<file path="config.mk">
export PLATFORM = sky130hd
export DESIGN_NAME = alu_arbiter
export DESIGN_NICKNAME = d
export VERILOG_FILES = /design/src/rtl/alu_arbiter.sv
export SDC_FILE = /design/constraint.sdc
export NUM_CORES = 1
export LEC_CHECK = 0
export ABC_AREA = 1
export ABC_CLOCK_PERIOD_IN_PS = 1800
export CAP_MARGIN = 10
export CORE_UTILIZATION = 40
export CTS_CLUSTER_DIAMETER = 60
export DETAILED_ROUTE_END_ITERATION = 10
export HOLD_SLACK_MARGIN = 0.02
export PLACE_DENSITY = 0.82
export SLEW_MARGIN = 25
export SYNTH_ARGS = -nofsm -noshare
export SYNTH_HDL_FRONTEND = slang
export SYNTH_SLANG_ARGS = --single-unit
</file>
<file path="constraint.sdc">
create_clock -name clk -period 1.8 [get_ports clk]
set_input_delay 0.18 -clock clk [delete_from_list [all_inputs] [get_ports clk]]
set_output_delay 0.18 -clock clk [all_outputs]
set_load 0.03 [all_outputs]
</file>
<file path="src/rtl/alu_arbiter.sv">
// Two-requester round-robin front end for one shared combinational ALU.
// One operation in flight: IDLE accepts, EXEC captures the ALU output, RESP holds it until taken.
module alu_arbiter #(
  parameter int WIDTH = 32
) (
  input  logic             clk,
  input  logic             rst_n,
  input  logic             req0_valid,
  output logic             req0_ready,
  input  logic [WIDTH-1:0] req0_a,
  input  logic [WIDTH-1:0] req0_b,
  input  logic [2:0]       req0_op,
  input  logic             req1_valid,
  output logic             req1_ready,
  input  logic [WIDTH-1:0] req1_a,
  input  logic [WIDTH-1:0] req1_b,
  input  logic [2:0]       req1_op,
  output logic             rsp0_valid,
  input  logic             rsp0_ready,
  output logic [WIDTH-1:0] rsp0_result,
  output logic             rsp0_zero,
  output logic             rsp1_valid,
  input  logic             rsp1_ready,
  output logic [WIDTH-1:0] rsp1_result,
  output logic             rsp1_zero,
  output logic [WIDTH-1:0] alu_a,
  output logic [WIDTH-1:0] alu_b,
  output logic [2:0]       alu_ctrl,
  input  logic [WIDTH-1:0] alu_result,
  input  logic             alu_zero,
  output logic             busy
);

  typedef enum logic [1:0] {
    IDLE = 2'd0,
    EXEC = 2'd1,
    RESP = 2'd2
  } state_t;

  state_t           r_state;
  logic             r_last_grant;
  logic             r_owner;
  logic [WIDTH-1:0] r_a;
  logic [WIDTH-1:0] r_b;
  logic [2:0]       r_op;
  logic [WIDTH-1:0] r_result;
  logic             r_zero;

  logic w_grant0;
  logic w_grant1;
  logic w_rsp_ready;

  // A lone valid always wins; on a tie the requester not served last goes next.
  assign w_grant0    = req0_valid && (!req1_valid || r_last_grant);
  assign w_grant1    = req1_valid && (!req0_valid || !r_last_grant);
  assign w_rsp_ready = r_owner ? rsp1_ready : rsp0_ready;

  assign req0_ready  = (r_state == IDLE) && w_grant0;
  assign req1_ready  = (r_state == IDLE) && w_grant1;
  assign busy        = (r_state != IDLE);

  assign alu_a       = r_a;
  assign alu_b       = r_b;
  assign alu_ctrl    = r_op;

  assign rsp0_valid  = (r_state == RESP) && !r_owner;
  assign rsp1_valid  = (r_state == RESP) &&  r_owner;
  assign rsp0_result = r_result;
  assign rsp1_result = r_result;
  assign rsp0_zero   = r_zero;
  assign rsp1_zero   = r_zero;

  // NOTE: every register here, datapath included, is reset so the ALU sees
  // zero operands and no stale result can leak out after an aborted operation.
  always_ff @(posedge clk or negedge rst_n) begin
    if (!rst_n) begin
      r_state      <= IDLE;
      r_last_grant <= 1'b1;
      r_owner      <= 1'b0;
      r_a          <= '0;
      r_b          <= '0;
      r_op         <= 3'b000;
      r_result     <= '0;
      r_zero       <= 1'b0;
    end else begin
      // NOTE: non-blocking assignments keep every register update in this
      // block based on the pre-edge values, independent of statement order.
      case (r_state)
        IDLE: begin
          if (w_grant0) begin
            r_a     <= req0_a;
            r_b     <= req0_b;
            r_op    <= req0_op;
            r_owner <= 1'b0;
            r_state <= EXEC;
          end else if (w_grant1) begin
            r_a     <= req1_a;
            r_b     <= req1_b;
            r_op    <= req1_op;
            r_owner <= 1'b1;
            r_state <= EXEC;
          end
        end
        EXEC: begin
          r_result <= alu_result;
          r_zero   <= alu_zero;
          r_state  <= RESP;
        end
        RESP: begin
          if (w_rsp_ready) begin
            r_last_grant <= r_owner;
            r_state      <= IDLE;
          end
        end
        default: r_state <= IDLE;
      endcase
    end
  end

endmodule

</file>
==> Yosys cells after proc, flatten, opt, wreduce, memory -nomap -nowiden <==
Cells that the tools add are included.
{ "word_totals": {"register_bits": 104, "in_bits": 173, "output_inout_bits": 138, "elab_cells": 43} }
{ "op_classes": {"n_eq_ne": 4, "mux": 13, "reduce_logical": 18} }
{ "ops": {"columns": ["operator", "count"], "rows": [
  ["32-bit 2-to-1 mux", 4],
  ["1-bit logical AND", 6],
  ["2-bit 2-to-1 mux", 3],
  ["3-bit 2-to-1 mux", 2],
  ["2-bit case mux with 3 select lines", 1],
  ["2-bit AND reduction", 3],
  ["1-bit logical NOT", 4],
  ["2-bit nonzero test", 2],
  ["1-bit 2-to-1 mux", 3],
  ["3-bit inequality test (second input constant)", 1],
  ["2-bit by 1-bit == test with 1-bit output (second input constant)", 1],
  ["2-bit == test (second input constant)", 1],
  ["2-bit logical NOT", 1],
  ["1-bit logical OR", 2],
  ["2-bit inequality test (second input constant)", 1]
]} }

==> Depth between registers and ports, before layout <==
{ "logic_depth": {"depth_word": 6, "mapped_depth": 9, "depth_no_buf": 6} }

==> Worst setup path before layout <==
No wires, ideal clock.
{ "synth_path": {"path_type": "register -> output", "from": "register r_last_grant", "to": "output req0_ready", "t_arrival_ps": 1455, "t_required_ps": 1620, "setup_slack_ps": 165, "path_stages_with_launch": 5, "path_buffers": 2, "cell_sequence": "dfstp_2 > nand2_1 > buf_4 > buf_4 > a21oi_1"} }
{ "synth_via": {"elab_chain_cells": 3} }
{ "synth_lines": {"columns": ["element", "line", "text"], "rows": [
  ["start, declared", "41", "logic r_last_grant;"],
  ["start signal, assigned", "111", "r_last_grant <= r_owner;"],
  ["1-bit logical OR", "54", "assign w_grant0 = req0_valid && (!req1_valid || r_last_grant);"],
  ["1-bit logical AND", "54", null],
  ["1-bit logical AND", "58", "assign req0_ready = (r_state == IDLE) && w_grant0;"],
  ["end, declared", "9", "output logic req0_ready,"]
]} }
Every way passes these cells.

==> Worst setup path after layout <==
Ends and elaborated chain as after synthesis.

==> impl_metrics.py <==
metrics = {
    "timing": {
        "fmax_ghz": 0.5892,
        "slew_viol_final": 0,
        "worstMarginPinSlew_ns": 0.4538,
        "setup_violations": 0,
        "period_share_pct": 94.29,
        "tns_ns": 0,
        "period_minus_slack_ns": 1.697,
        "clock_skew_ns": 0.007857,
        "slew_headroom_pct": 69.75,
        "rsz0062_at_grt": "no",
        "finalHoldViolations": 0,
    },
    "logic_synthesis": {
        "synth-edff-count": 0,
        "yosysMostFrequentCell": "nand3_1",
        "syn_avg_cell_area_um2": 7.253,
        "synth_fp_nets": 961,
        "synth_seq_cells": 104,
        "synth_seq_area_share_pct": 45.56,
        "syn-cell-area_um2": 5715,
        "synthTopCellsByArea": "dfrtp_1, nand3_1, nand2_1, inv_1, buf_4",
        "yosysTopAreaCell": "dfrtp_1",
        "netlist.area_leader.share_pct": 45.10,
        "synthFlopType": "dfrtp_1",
        "yosys_warnings": 0,
        "synthArstFlopShare_pct": 100.0,
        "synthTopCellsByCount": "nand3_1, nand2_1, inv_1",
        "syn_inst": 788,
        "synth_cell_types": 17,
    },
    "placed_design": {
        "dp_hpwl_mm": 13.23,
        "dpl_cell_area_um2": 8751,
        "portBuffers": 310,
        "place_congestion": 0.8265,
    },
    "die": {
        "dieArea_um2": 14770,
        "start_util_pct": 41.02,
        "die_w_um": 121.5,
        "die_y_um": 121.5,
        "core-area_um2": 13930,
        "io-pin-count": 311,
        "rows": 43,
    },
    "global_routing": {
        "grt_overflow": 0,
        "track_usage_pct": 25.02,
        "grt_pass1_wl_mm": 28.48,
        "first_global_vias": 5659,
        "grt_max_degree": 54,
        "antenna_found_initial": 1,
    },
    "min_path": {
        "min_path_type": "input port to asynchronous set/reset pin",
    },
    "detailed_routing": {
        "viasPerCell": 4.914,
        "firstDrtPassIters": 5,
        "ant_nets": 0,
        "wl_per_cell_um": 15.04,
        "postRouteWirelength_mm": 18.49,
        "drt-initial-drc-count": 365,
        "drc_errors": 0,
        "dr_total_vias": 6039,
    },
    "setup_path": {
        "cp.arrival_ns": 1.52,
        "reg2reg_depth": 6,
        "critPathRequiredTime_ns": 1.62,
        "regToRegSetupSlack_ns": 0.37,
        "timing.rr.start": "r_last_grant$_DFFE_PN1P_",
        "critPathCapture": "req0_ready",
        "critPathMaxFanout": 32,
        "critPathLaunchType": "flip-flop",
        "r2r-end": "alu_a[1]$_DFFE_PN0P_",
        "critPathKind": "flip-flop to output pin",
        "endpoint_kind": "output pin",
        "crit_path_start": "r_last_grant$_DFFE_PN1P_",
    },
    "clocking": {
        "cts_tree": "built",
        "cts.reportedPaths.clkPinSlew_ns": 0.07,
        "clock-sinks": 104,
        "cts_buffers": 9,
        "root_buffer": "clkbuf_16",
        "clock_path_buffers": 2,
        "clk_latency_ns": 0.34,
        "htreeDepth": 3,
    },
    "finish": {
        "fill_cells": 1208,
        "fin_area_um2": 9121,
        "fin_nets": 1216,
        "syn2layout_area_growth_pct": 59.59,
        "drive_gt1_share_pct": 4.771,
    },
    "power_and_ir_drop": {
        "leakage_nw": 4.700,
        "peakVddDrop_mv": 0.9148,
        "p_per_area_nw_per_um2": 1845,
    },
    "run": {
        "cap_violations": 0,
    },
    "run_status": {
        "status": "complete, no violations",
    },
}
## cell type report
cell class | count | area (um2) | share of cell area [%]
Inverter | 143 | 536.8 | 5.885
Multi-Input combinational cell | 455 | 2044 | 22.41
Sequential cell | 104 | 2604 | 28.55
Timing Repair Buffer | 330 | 3362 | 36.86
Clock buffer | 11 | 242.7 | 2.661
Clock inverter | 5 | 103.9 | 1.139
Antenna cell | 1 | 2.502 | 0.02743
Tap cell | 180 | 225.2 | 2.469
## worst max-delay path, cell delays in order, from the launching register on
cell and delay (ns):
dfstp_2 0.57, nand2_2 0.09, buf_12 0.19, a21oi_1 0.15, buf_4 0.18
## cell usage in the layout, fill, tap and decap left out, types with 2 or more instances in the layout
cell / count
buf_12: 10
nand2_2: 3
nand2_1: 208
inv_1: 140
nand3_1: 235
clkbuf_16: 9
o21ai_0: 2
nor2_1: 3
dfrtp_1: 103
clkdlybuf4s50_1: 303
inv_2: 3
buf_4: 14
bufinv_16: 3
## logic make-up after synthesis
group,count (synthesis),share of synthesized area (%)
compound gates,3,0.2626
flops,104,45.56
buf+inv,229,18.80
simple gates,452,35.38
## where the power goes
group	internal (mW)	switching, mW
clock	1.40	0.874
sequential	3.54	0.787
combinational	4.06	6.17
total	9.00	7.83
## how the worst min path moves through the flow
stage	startpoint	to	slack, ns	cells past startpoint
3_5_place_dp	rst_n	rsp0_result[18]$_DFFE_PN0N_	0.13	1
6_report	rst_n	rsp0_result[18]$_DFFE_PN0N_	0.29	2
5_1_grt	req0_valid	alu_ctrl[2]$_DFFE_PN0P_	0.32	4
3_3_place_gp	rst_n	rsp0_result[18]$_DFFE_PN0N_	0.13	1
2_1_floorplan	rst_n	alu_a[0]$_DFFE_PN0P_	-0.12	0
4_1_cts	req0_valid	alu_a[12]$_DFFE_PN0P_	0.28	4
## what timing repair did
item	in CTS	in global routing
hold endpoints to repair	24	0
gates resized for setup	2	2
setup buffers	0	0
hold buffers	1	0
endpoints found under the setup margin	2	1
pin swaps	0	0
## per-layer routing
metal,vias up,global-route usage [%],routed length (um)
met1,2813,27.75,6906
li1,2901,-,-
met4,0,9.414,478
met5,-,0,0
met2,297,44.50,9232
met3,28,7.912,1872
## registers in the layout, indices dropped and copies added, names as in the netlist
| signal | count |
|---|---|
| r_owner | 1 |
| r_last_grant | 1 |
| alu_a | 32 |
| r_state | 2 |
| alu_b | 32 |
| alu_ctrl | 3 |
| rsp0_zero | 1 |
| rsp0_result | 32 |
## metrics by stage
step	hold WS, ns	worst slack (ns)	util [%]	instances	power, mW
after floorplan	-0.1156	0.1649	-	788	10.57
after global placement	0.1301	0.2324	62.80	1211	14.48
after detailed placement	0.1317	0.2034	62.80	1211	14.62
after CTS	0.2849	0.02898	65.38	1228	16.96
after global routing	0.3165	0.008433	65.46	1229	17.80
final	0.2918	0.1027	65.46	1229	16.83
Power figures use the tool's default switching activity.
